$ cat config.mk
export PLATFORM = sky130hd
export DESIGN_NAME = soc_gpio_endpoint
export DESIGN_NICKNAME = d
export VERILOG_FILES = /design/src/rtl/soc_gpio_endpoint.sv
export SDC_FILE = /design/constraint.sdc
export NUM_CORES = 1
export LEC_CHECK = 0
export BUFFER_PORTS_ARGS = -buffer_cell sky130_fd_sc_hd__clkbuf_2
export CORE_UTILIZATION = 42
export CTS_BUF_LIST = sky130_fd_sc_hd__clkbuf_2 sky130_fd_sc_hd__clkbuf_4 sky130_fd_sc_hd__clkbuf_8
export DETAILED_ROUTE_END_ITERATION = 8
export PLACE_DENSITY_LB_ADDON = 0.15
export SLEW_MARGIN = 20
export SYNTH_ARGS = -nofsm -noshare
export SYNTH_HDL_FRONTEND = slang
export SYNTH_HIERARCHICAL = 1
export SYNTH_SLANG_ARGS = --single-unit
export TNS_END_PERCENT = 1
$ cat constraint.sdc
create_clock -name clk -period 1.5 [get_ports clk]
set_input_delay 0.075 -clock clk [delete_from_list [all_inputs] [get_ports clk]]
set_output_delay 0.075 -clock clk [all_outputs]
set_load 0.03 [all_outputs]
$ cat src/rtl/soc_gpio_endpoint.sv
// soc_gpio_endpoint
//   SoC-side endpoint for a bank of embedded FPGA I/Os. It synchronizes the
//   fabric-driven soc_out/soc_dir/config_done, sequences the active-low
//   isolation (io_isol_n) around fabric configuration, drives soc_in, and
//   exposes a 4-entry host register file with per-pin edge interrupts.
//
//   Registers: 0 DATA_OUT (R/W), 1 IRQ_MASK (R/W), 2 IRQ_STATUS (R, W1C),
//              3 PIN_STATE (RO).
//
//   Ports:
//     clk, reset        clock, synchronous active-high reset
//     config_done       fabric configuration complete (async)
//     soc_in[NUM_IO]    data to fabric (registered)
//     soc_out[NUM_IO]   data from fabric (async)
//     soc_dir[NUM_IO]   1 = endpoint drives bit, 0 = endpoint samples bit
//     io_isol_n         active-low isolation (registered)
//     host_we/addr/wdata  register write port
//     host_rdata        registered read data (1 cycle latency)
//     irq               registered |(IRQ_STATUS & IRQ_MASK)
//
//   Optional build macro SOC_GPIO_ANY_EDGE_IRQ_EN: falling edges also set
//   IRQ_STATUS (any-edge interrupt). Undefined: rising edges only.

// Per-pin edge detect and pin-state select.
module soc_gpio_lane (
  input  logic edge_en,
  input  logic out_s,
  input  logic out_q,
  input  logic dir_s,
  input  logic dir_q,
  input  logic dout,
  output logic edge_set,
  output logic pin
);
  // A bit only flags while it has been a fabric output for two samples,
  // so a direction flip can never look like a data edge.
  logic stable_in;
  assign stable_in = ~dir_s & ~dir_q;

`ifdef SOC_GPIO_ANY_EDGE_IRQ_EN
  assign edge_set = edge_en & stable_in & (out_s ^ out_q);
`else
  assign edge_set = edge_en & stable_in & out_s & ~out_q;
`endif

  assign pin = dir_s ? dout : out_s;
endmodule

module soc_gpio_endpoint #(
  parameter int NUM_IO        = 8,
  parameter int SYNC_STAGES   = 2,
  parameter int SETTLE_CYCLES = 16
) (
  input  logic              clk,
  input  logic              reset,
  input  logic              config_done,
  output logic [NUM_IO-1:0] soc_in,
  input  logic [NUM_IO-1:0] soc_out,
  input  logic [NUM_IO-1:0] soc_dir,
  output logic              io_isol_n,
  input  logic              host_we,
  input  logic [1:0]        host_addr,
  input  logic [NUM_IO-1:0] host_wdata,
  output logic [NUM_IO-1:0] host_rdata,
  output logic              irq
);
  localparam int CW = $clog2(SETTLE_CYCLES + 1);
  localparam logic [CW-1:0] CNT_LAST = CW'(SETTLE_CYCLES - 1);

  localparam logic [1:0] A_DATA = 2'd0;
  localparam logic [1:0] A_MASK = 2'd1;
  localparam logic [1:0] A_STAT = 2'd2;
  localparam logic [1:0] A_PIN  = 2'd3;

  typedef enum logic [1:0] {ISOLATED, SETTLE, ACTIVE} state_t;

  // synchronizers + one history stage
  logic [SYNC_STAGES-1:0]             cfg_sync;
  logic [SYNC_STAGES-1:0][NUM_IO-1:0] out_sync, dir_sync;
  logic                               cfg_s;
  logic [NUM_IO-1:0]                  out_s, dir_s, out_q, dir_q;

  assign cfg_s = cfg_sync[SYNC_STAGES-1];
  assign out_s = out_sync[SYNC_STAGES-1];
  assign dir_s = dir_sync[SYNC_STAGES-1];

  always_ff @(posedge clk) begin
    if (reset) begin
      cfg_sync <= '0;
      out_sync <= '0;
      dir_sync <= '0;
      out_q    <= '0;
      dir_q    <= '0;
    end else begin
      cfg_sync <= {cfg_sync[SYNC_STAGES-2:0], config_done};
      out_sync <= {out_sync[SYNC_STAGES-2:0], soc_out};
      dir_sync <= {dir_sync[SYNC_STAGES-2:0], soc_dir};
      out_q    <= out_s;
      dir_q    <= dir_s;
    end
  end

  // isolation FSM
  state_t        state, state_nxt;
  logic [CW-1:0] cnt, cnt_nxt;

  always_ff @(posedge clk) begin
    if (reset) begin
      state <= ISOLATED;
      cnt   <= '0;
    end else begin
      state <= state_nxt;
      cnt   <= cnt_nxt;
    end
  end

  always_comb begin
    state_nxt = state;
    cnt_nxt   = '0;
    case (state)
      ISOLATED: if (cfg_s) state_nxt = SETTLE;
      SETTLE: begin
        if (!cfg_s)                state_nxt = ISOLATED;
        else if (cnt == CNT_LAST)  state_nxt = ACTIVE;
        else                       cnt_nxt   = cnt + CW'(1);
      end
      ACTIVE:   if (!cfg_s) state_nxt = ISOLATED;
      default:  state_nxt = ISOLATED;
    endcase
  end

  // armed is low in the first ACTIVE cycle: out_q then still holds a
  // pre-ACTIVE sample, so edges are ignored until it has been reloaded.
  logic armed, edge_en;
  always_ff @(posedge clk) begin
    if (reset) armed <= 1'b0;
    else       armed <= (state == ACTIVE);
  end
  assign edge_en = (state == ACTIVE) & armed;

  // registers
  logic [NUM_IO-1:0] data_out, irq_mask, irq_status;
  logic [NUM_IO-1:0] edge_set, pin_state, w1c, rd_mux;

  for (genvar i = 0; i < NUM_IO; i++) begin : g_lane
    soc_gpio_lane u_lane (
      .edge_en (edge_en),
      .out_s   (out_s[i]),
      .out_q   (out_q[i]),
      .dir_s   (dir_s[i]),
      .dir_q   (dir_q[i]),
      .dout    (data_out[i]),
      .edge_set(edge_set[i]),
      .pin     (pin_state[i])
    );
  end

  assign w1c = (host_we && host_addr == A_STAT) ? host_wdata : '0;

  always_comb begin
    rd_mux = '0;
    case (host_addr)
      A_DATA:  rd_mux = data_out;
      A_MASK:  rd_mux = irq_mask;
      A_STAT:  rd_mux = irq_status;
      A_PIN:   rd_mux = pin_state;
      default: rd_mux = '0;
    endcase
  end

  always_ff @(posedge clk) begin
    if (reset) begin
      data_out   <= '0;
      irq_mask   <= '0;
      irq_status <= '0;
      host_rdata <= '0;
      irq        <= 1'b0;
      io_isol_n  <= 1'b0;
      soc_in     <= '0;
    end else begin
      if (host_we && host_addr == A_DATA) data_out <= host_wdata;
      if (host_we && host_addr == A_MASK) irq_mask <= host_wdata;
      // set dominates a same-cycle clear
      irq_status <= (irq_status & ~w1c) | edge_set;
      host_rdata <= rd_mux;
      irq        <= |(irq_status & irq_mask);
      // outputs follow the next state so they change on the transition edge
      io_isol_n  <= (state_nxt == ACTIVE);
      soc_in     <= (state_nxt == ACTIVE) ? (data_out & dir_s) : '0;
    end
  end
endmodule

After elaboration in Yosys (flattened, before gate mapping) --
Cells that the tools add are included. Widths: inputs -> output; s select.
Word-level totals: output and inout bits 18, register bits after elaboration 100, logic and storage cells 113, input bits 30
Cells by class: bitwise logic cells 65, equality and inequality tests 7, multiplexer cells 15, reductions and logical operators 8, $add $sub $neg 1
Operators with widths (count):
- $and 1x1->1 | 33
- $pmux 8 s4 | 1
- $not 1->1 | 27
- $and 8x8->8 | 3
- $eq 2x2->1 const B | 4
- $mux 1 | 8
- $mux 2 | 4
- $mux 8 | 1
- $not 8->8 | 1
- $or 8x8->8 | 1
- $reduce_or 8->1 | 1
- $pmux 2 s3 | 1
- $add 5x1->5 const B | 1
- $eq 5x4->1 const B | 1
- $eq 2x1->1 const B | 2
- $logic_not 2->1 | 2
- $reduce_or 4->1 | 1
- $logic_and 1x1->1 | 3
- $reduce_or 2->1 | 1

Logic depth before layout (Yosys ltp) --
depth in word-level cells 7, mapped depth 6, mapped depth without buffers 6

Modules after synthesis --
The synthesis kept the hierarchy.
By module, submodules not included:
- soc_gpio_endpoint | seq. area each 2001.9 µm², cells each 276, times used 1, area an instance 3216.8 µm²
- soc_gpio_lane | seq. area each 0.0 µm², cells each 4, times used 8, area an instance 45.0 µm²

Least setup slack after synthesis --
No wires, ideal clock.
path type register -> register, start reg cnt[0], end reg soc_in[0], arrival time 1.405 ns, path slack 0.035 ns, stages on the path, launching flop included 7, required time 1.440 ns, period minus slack after synthesis 1.465 ns, library setup time 0.060 ns, buffers on the path 0, cell sequence dfxtp_1 > ha_1 > and3_1 > ha_1 > nand3b_1 > a21oi_1 > and3_1
Between the ends: word-level cells in the longest chain between the ends 7
RTL lines:
- start: declaration | line 105 | logic [CW-1:0] cnt, cnt_nxt;
- start signal: assignment | line 113 | cnt <= cnt_nxt;
- $eq 5x4->1 | line 124 | else if (cnt == CNT_LAST) state_nxt = ACTIVE;
- $mux 2 | line 124
- $mux 2 | line 123 | if (!cfg_s) state_nxt = ISOLATED;
- $pmux 2 s3 | line 120 | case (state)
- $eq 2x2->1 | line 189 | soc_in <= (state_nxt == ACTIVE) ? (data_out & dir_s) : '0;
- $not 1->1 (no source line)
- $reduce_or 2->1 (no source line)
- end signal: assignment | line 189
- end: declaration | line 57 | output logic [NUM_IO-1:0] soc_in,
Every way passes these cells. A chain may end at the register's enable or synchronous reset.

Worst setup path in the final report --
start reg cnt[0], end reg soc_in[1]
The elaborated chain is that of the path after synthesis.

==> impl_metrics.py <==
metrics = {
    "routing": {
        "vias_per_cell": 4.661,
        "wire_per_inst_um": 12.91,
        "ant_nets": 0,
        "routed-via-count": 2321,
        "drt_pass1_iterations": 4,
        "routed_wirelength_um": 6429,
        "drc": 0,
        "drtIter0Drc": 76,
    },
    "layout": {
        "drive_gt1_share_pct": 28.24,
        "fin_nets": 420,
        "fin_cells": 498,
        "syn2layout_area_growth_pct": 25.15,
        "fillers": 721,
        "layout_common_cells": "dfxtp_1 (97), nor2b_1 (58), clkbuf_2 (47)",
        "layout_commonest_cell": "dfxtp_1",
        "antenna_cells": 0,
    },
    "placed_design": {
        "gp_congestion": 0.7241,
        "io_buffers": 47,
        "dpl.hpwl_um": 4127,
        "dp_cells": 457,
        "place_ws_ps": -41.80,
    },
    "floorplanning": {
        "die_y_um": 94.29,
        "initial_core_util_pct": 43.54,
        "dieWidth_um": 94.29,
        "row_count": 33,
        "pin_count": 48,
        "core-area_sq_um": 8217,
        "die_area_sq_um": 8891,
    },
    "yosys": {
        "synth_nets": 340,
        "synthDistinctLibCells": 28,
        "avgSynthCellArea_sq_um": 11.61,
        "ys_ff_latch": 100,
        "yosysTopAreaCellShare_pct": 55.96,
        "synth.largest_area_cell": "dfxtp_1",
        "synth_area_sq_um": 3577,
        "yosysWarnings": 6,
        "postSynthCellCount": 308,
        "synthTopCellsByArea": "dfxtp_1 (56%), nor2b_1 (10%), nor4b_4 (5.3%)",
        "ys_seq_area_share_pct": 55.96,
    },
    "grt": {
        "track_usage_pct": 15.71,
        "grt_pass1_vias": 2170,
        "grt_busiest_layer": "met2",
        "gr-usage-met3_pct": 4.126,
        "grt_overflow": 0,
        "use_met1_pct": 21.49,
        "antenna_found_initial": 0,
        "grt_pass1_wl_um": 10450,
        "grt_max_degree": 55,
        "grtUsageMet2_pct": 23.79,
    },
    "sta": {
        "skew_ps": 11.88,
        "maxClockFrequency_mhz": 677.7,
        "worst_pin_slew_ps": 574.5,
        "slew_violations": 0,
        "max_slew_margin_pct": 61.70,
        "period_needed_ps": 1476,
        "fin_ws_ps": 24.45,
        "min_period_over_period_pct": 98.37,
        "hold_ws_ps": 38.69,
        "hold_violations": 0,
        "setup_viol_count_final": 0,
        "tns_ps": 0,
        "rsz0062_at_grt": "true",
    },
    "power_and_ir_drop": {
        "power_density_nw_per_um2": 1045,
        "netSwitchingPower_w": 0.001091,
        "switching_share_pct": 23.31,
        "p_leak_nw": 1.776,
        "comb_power_share_pct": 6.5,
        "power.internal_w": 0.003589,
        "seqPwrFrac_pct": 59.2,
        "power.total_w": 0.004680,
        "peakVddDrop_uv": 453.6,
        "p_clk_share_pct": 34.3,
    },
    "worst_setup_path": {
        "critPathCaptureType": "flip-flop",
        "worstPathArrival_ps": 1780,
        "worst-r2r-cell-count": 7,
        "start_kind": "flip-flop",
        "path_class": "reg -> reg",
        "cp.required_ps": 1800,
        "r2r_slack_ps": 20,
        "crit_fanout": 7,
    },
    "outcome": {
        "status": "complete, no violations",
    },
    "clock_network": {
        "clk_path_buf_depth": 2,
        "cts_sinks": 100,
        "h-tree-depth": 3,
        "clk_latency_ps": 360,
        "cts_buffers": 9,
        "cts_tree": "built",
        "clk_pin_slew_ps": 90,
        "cts_setup_buffers": 0,
        "clockRootBuffer": "clkbuf_8",
    },
    "hold_path": {
        "min_path_cells": 3,
        "worst_hold_path_type": "in -> reg",
    },
    "run": {
        "max_cap_violations": 0,
    },
}
-- critical path: stages, from the launching register on --
cell	delay (ps)
dfxtp_2	360
ha_4	130
and3_4	190
ha_4	140
nand3b_1	110
a21oi_2	180
buf_6	140
and3_4	170
-- power by group through the flow --
stage	combinational [W]	sequential (W)	clock, W
6_report	0.000302	0.00277	0.00161
5_1_grt	0.000330	0.00278	0.00179
4_1_cts	0.000303	0.00277	0.00166
3_5_place_dp	0.000251	0.00283	0
3_3_place_gp	0.000248	0.00283	0
2_1_floorplan	0.000164	0.00283	0
-- area by class of cell --
| class | instances | area [sq um] | area share [%] |
|---|---|---|---|
| clock inverters | 5 | 36.28 | 0.8105 |
| repair buffers | 83 | 575.6 | 12.86 |
| multi-input cells | 183 | 1535 | 34.29 |
| clock buffers | 11 | 151.4 | 3.382 |
| well taps | 105 | 131.4 | 2.935 |
| flip-flops and latches | 100 | 2006 | 44.80 |
| inverters | 11 | 41.29 | 0.9223 |
-- repair_timing --
item,in CTS,in global routing
hold buffers,25,0
resized for setup,10,6
pin swaps,2,2
endpoints found under the setup margin,9,14
hold endpoints to repair,37,0
-- worst paths after layout --
kind                          endpoint                   start
hold / removal     state[0]$_SDFF_PP0_                   reset
setup reg to reg  soc_in[1]$_SDFF_PP0_       cnt[0]$_SDFF_PP0_
setup / recovery  soc_in[1]$_SDFF_PP0_       cnt[0]$_SDFF_PP0_
hold reg to reg    dir_s[5]$_SDFF_PP0_  dir_sync[5]$_SDFF_PP0_
-- sequential cells by signal, indices dropped and copies added (netlist names), 8 cells and up --
signal,cells
data_out,8
dir_q,8
dir_s,8
dir_sync,8
host_rdata,8
irq_mask,8
irq_status,8
out_q,8
out_s,8
out_sync,8
soc_in,8
-- metal layers --
layer / vias up / share of wire (%)
met5: - / 0
met4: 0 / 0.98
met3: 9 / 3.9
met2: 45 / 44
met1: 1085 / 51
li1: 1182 / -
-- synth_stat cells (all sizes together) --
master and n:
dfxtp 100, nor2b 58, nor2 31, mux2i 16, nand2 16, inv 11, nand2b 10, and3 9
a311oi 8, clkbuf 8, mux4 8, nor4b 8, buf 6, a22oi 4, a21oi 3, ha 2
nand3b 2, or3b 2, a41oi 1, and3b 1, nand3 1, nor3b 1, xnor2 1, xor2 1
-- metrics by stage --
step	utilization [%]	instance area, sq um
global route	54.48	4477
floorplan	-	3577
global placement	48.24	3964
finish	54.48	4477
CTS	54.12	4447
detailed placement	48.24	3964
-- cells by family (layout without fill, tap and decap cells) --
kind of cell	Yosys count	after routing	share of synthesized area [%]
simple gates	139	139	26.97
compound gates	16	16	3.463
xor+xnor	2	2	0.4898
flops	100	100	55.96
fa+ha+maj	2	2	0.6994
buf+inv	25	110	2.903
mux	24	24	9.514
(Power assumes the default switching activity.)
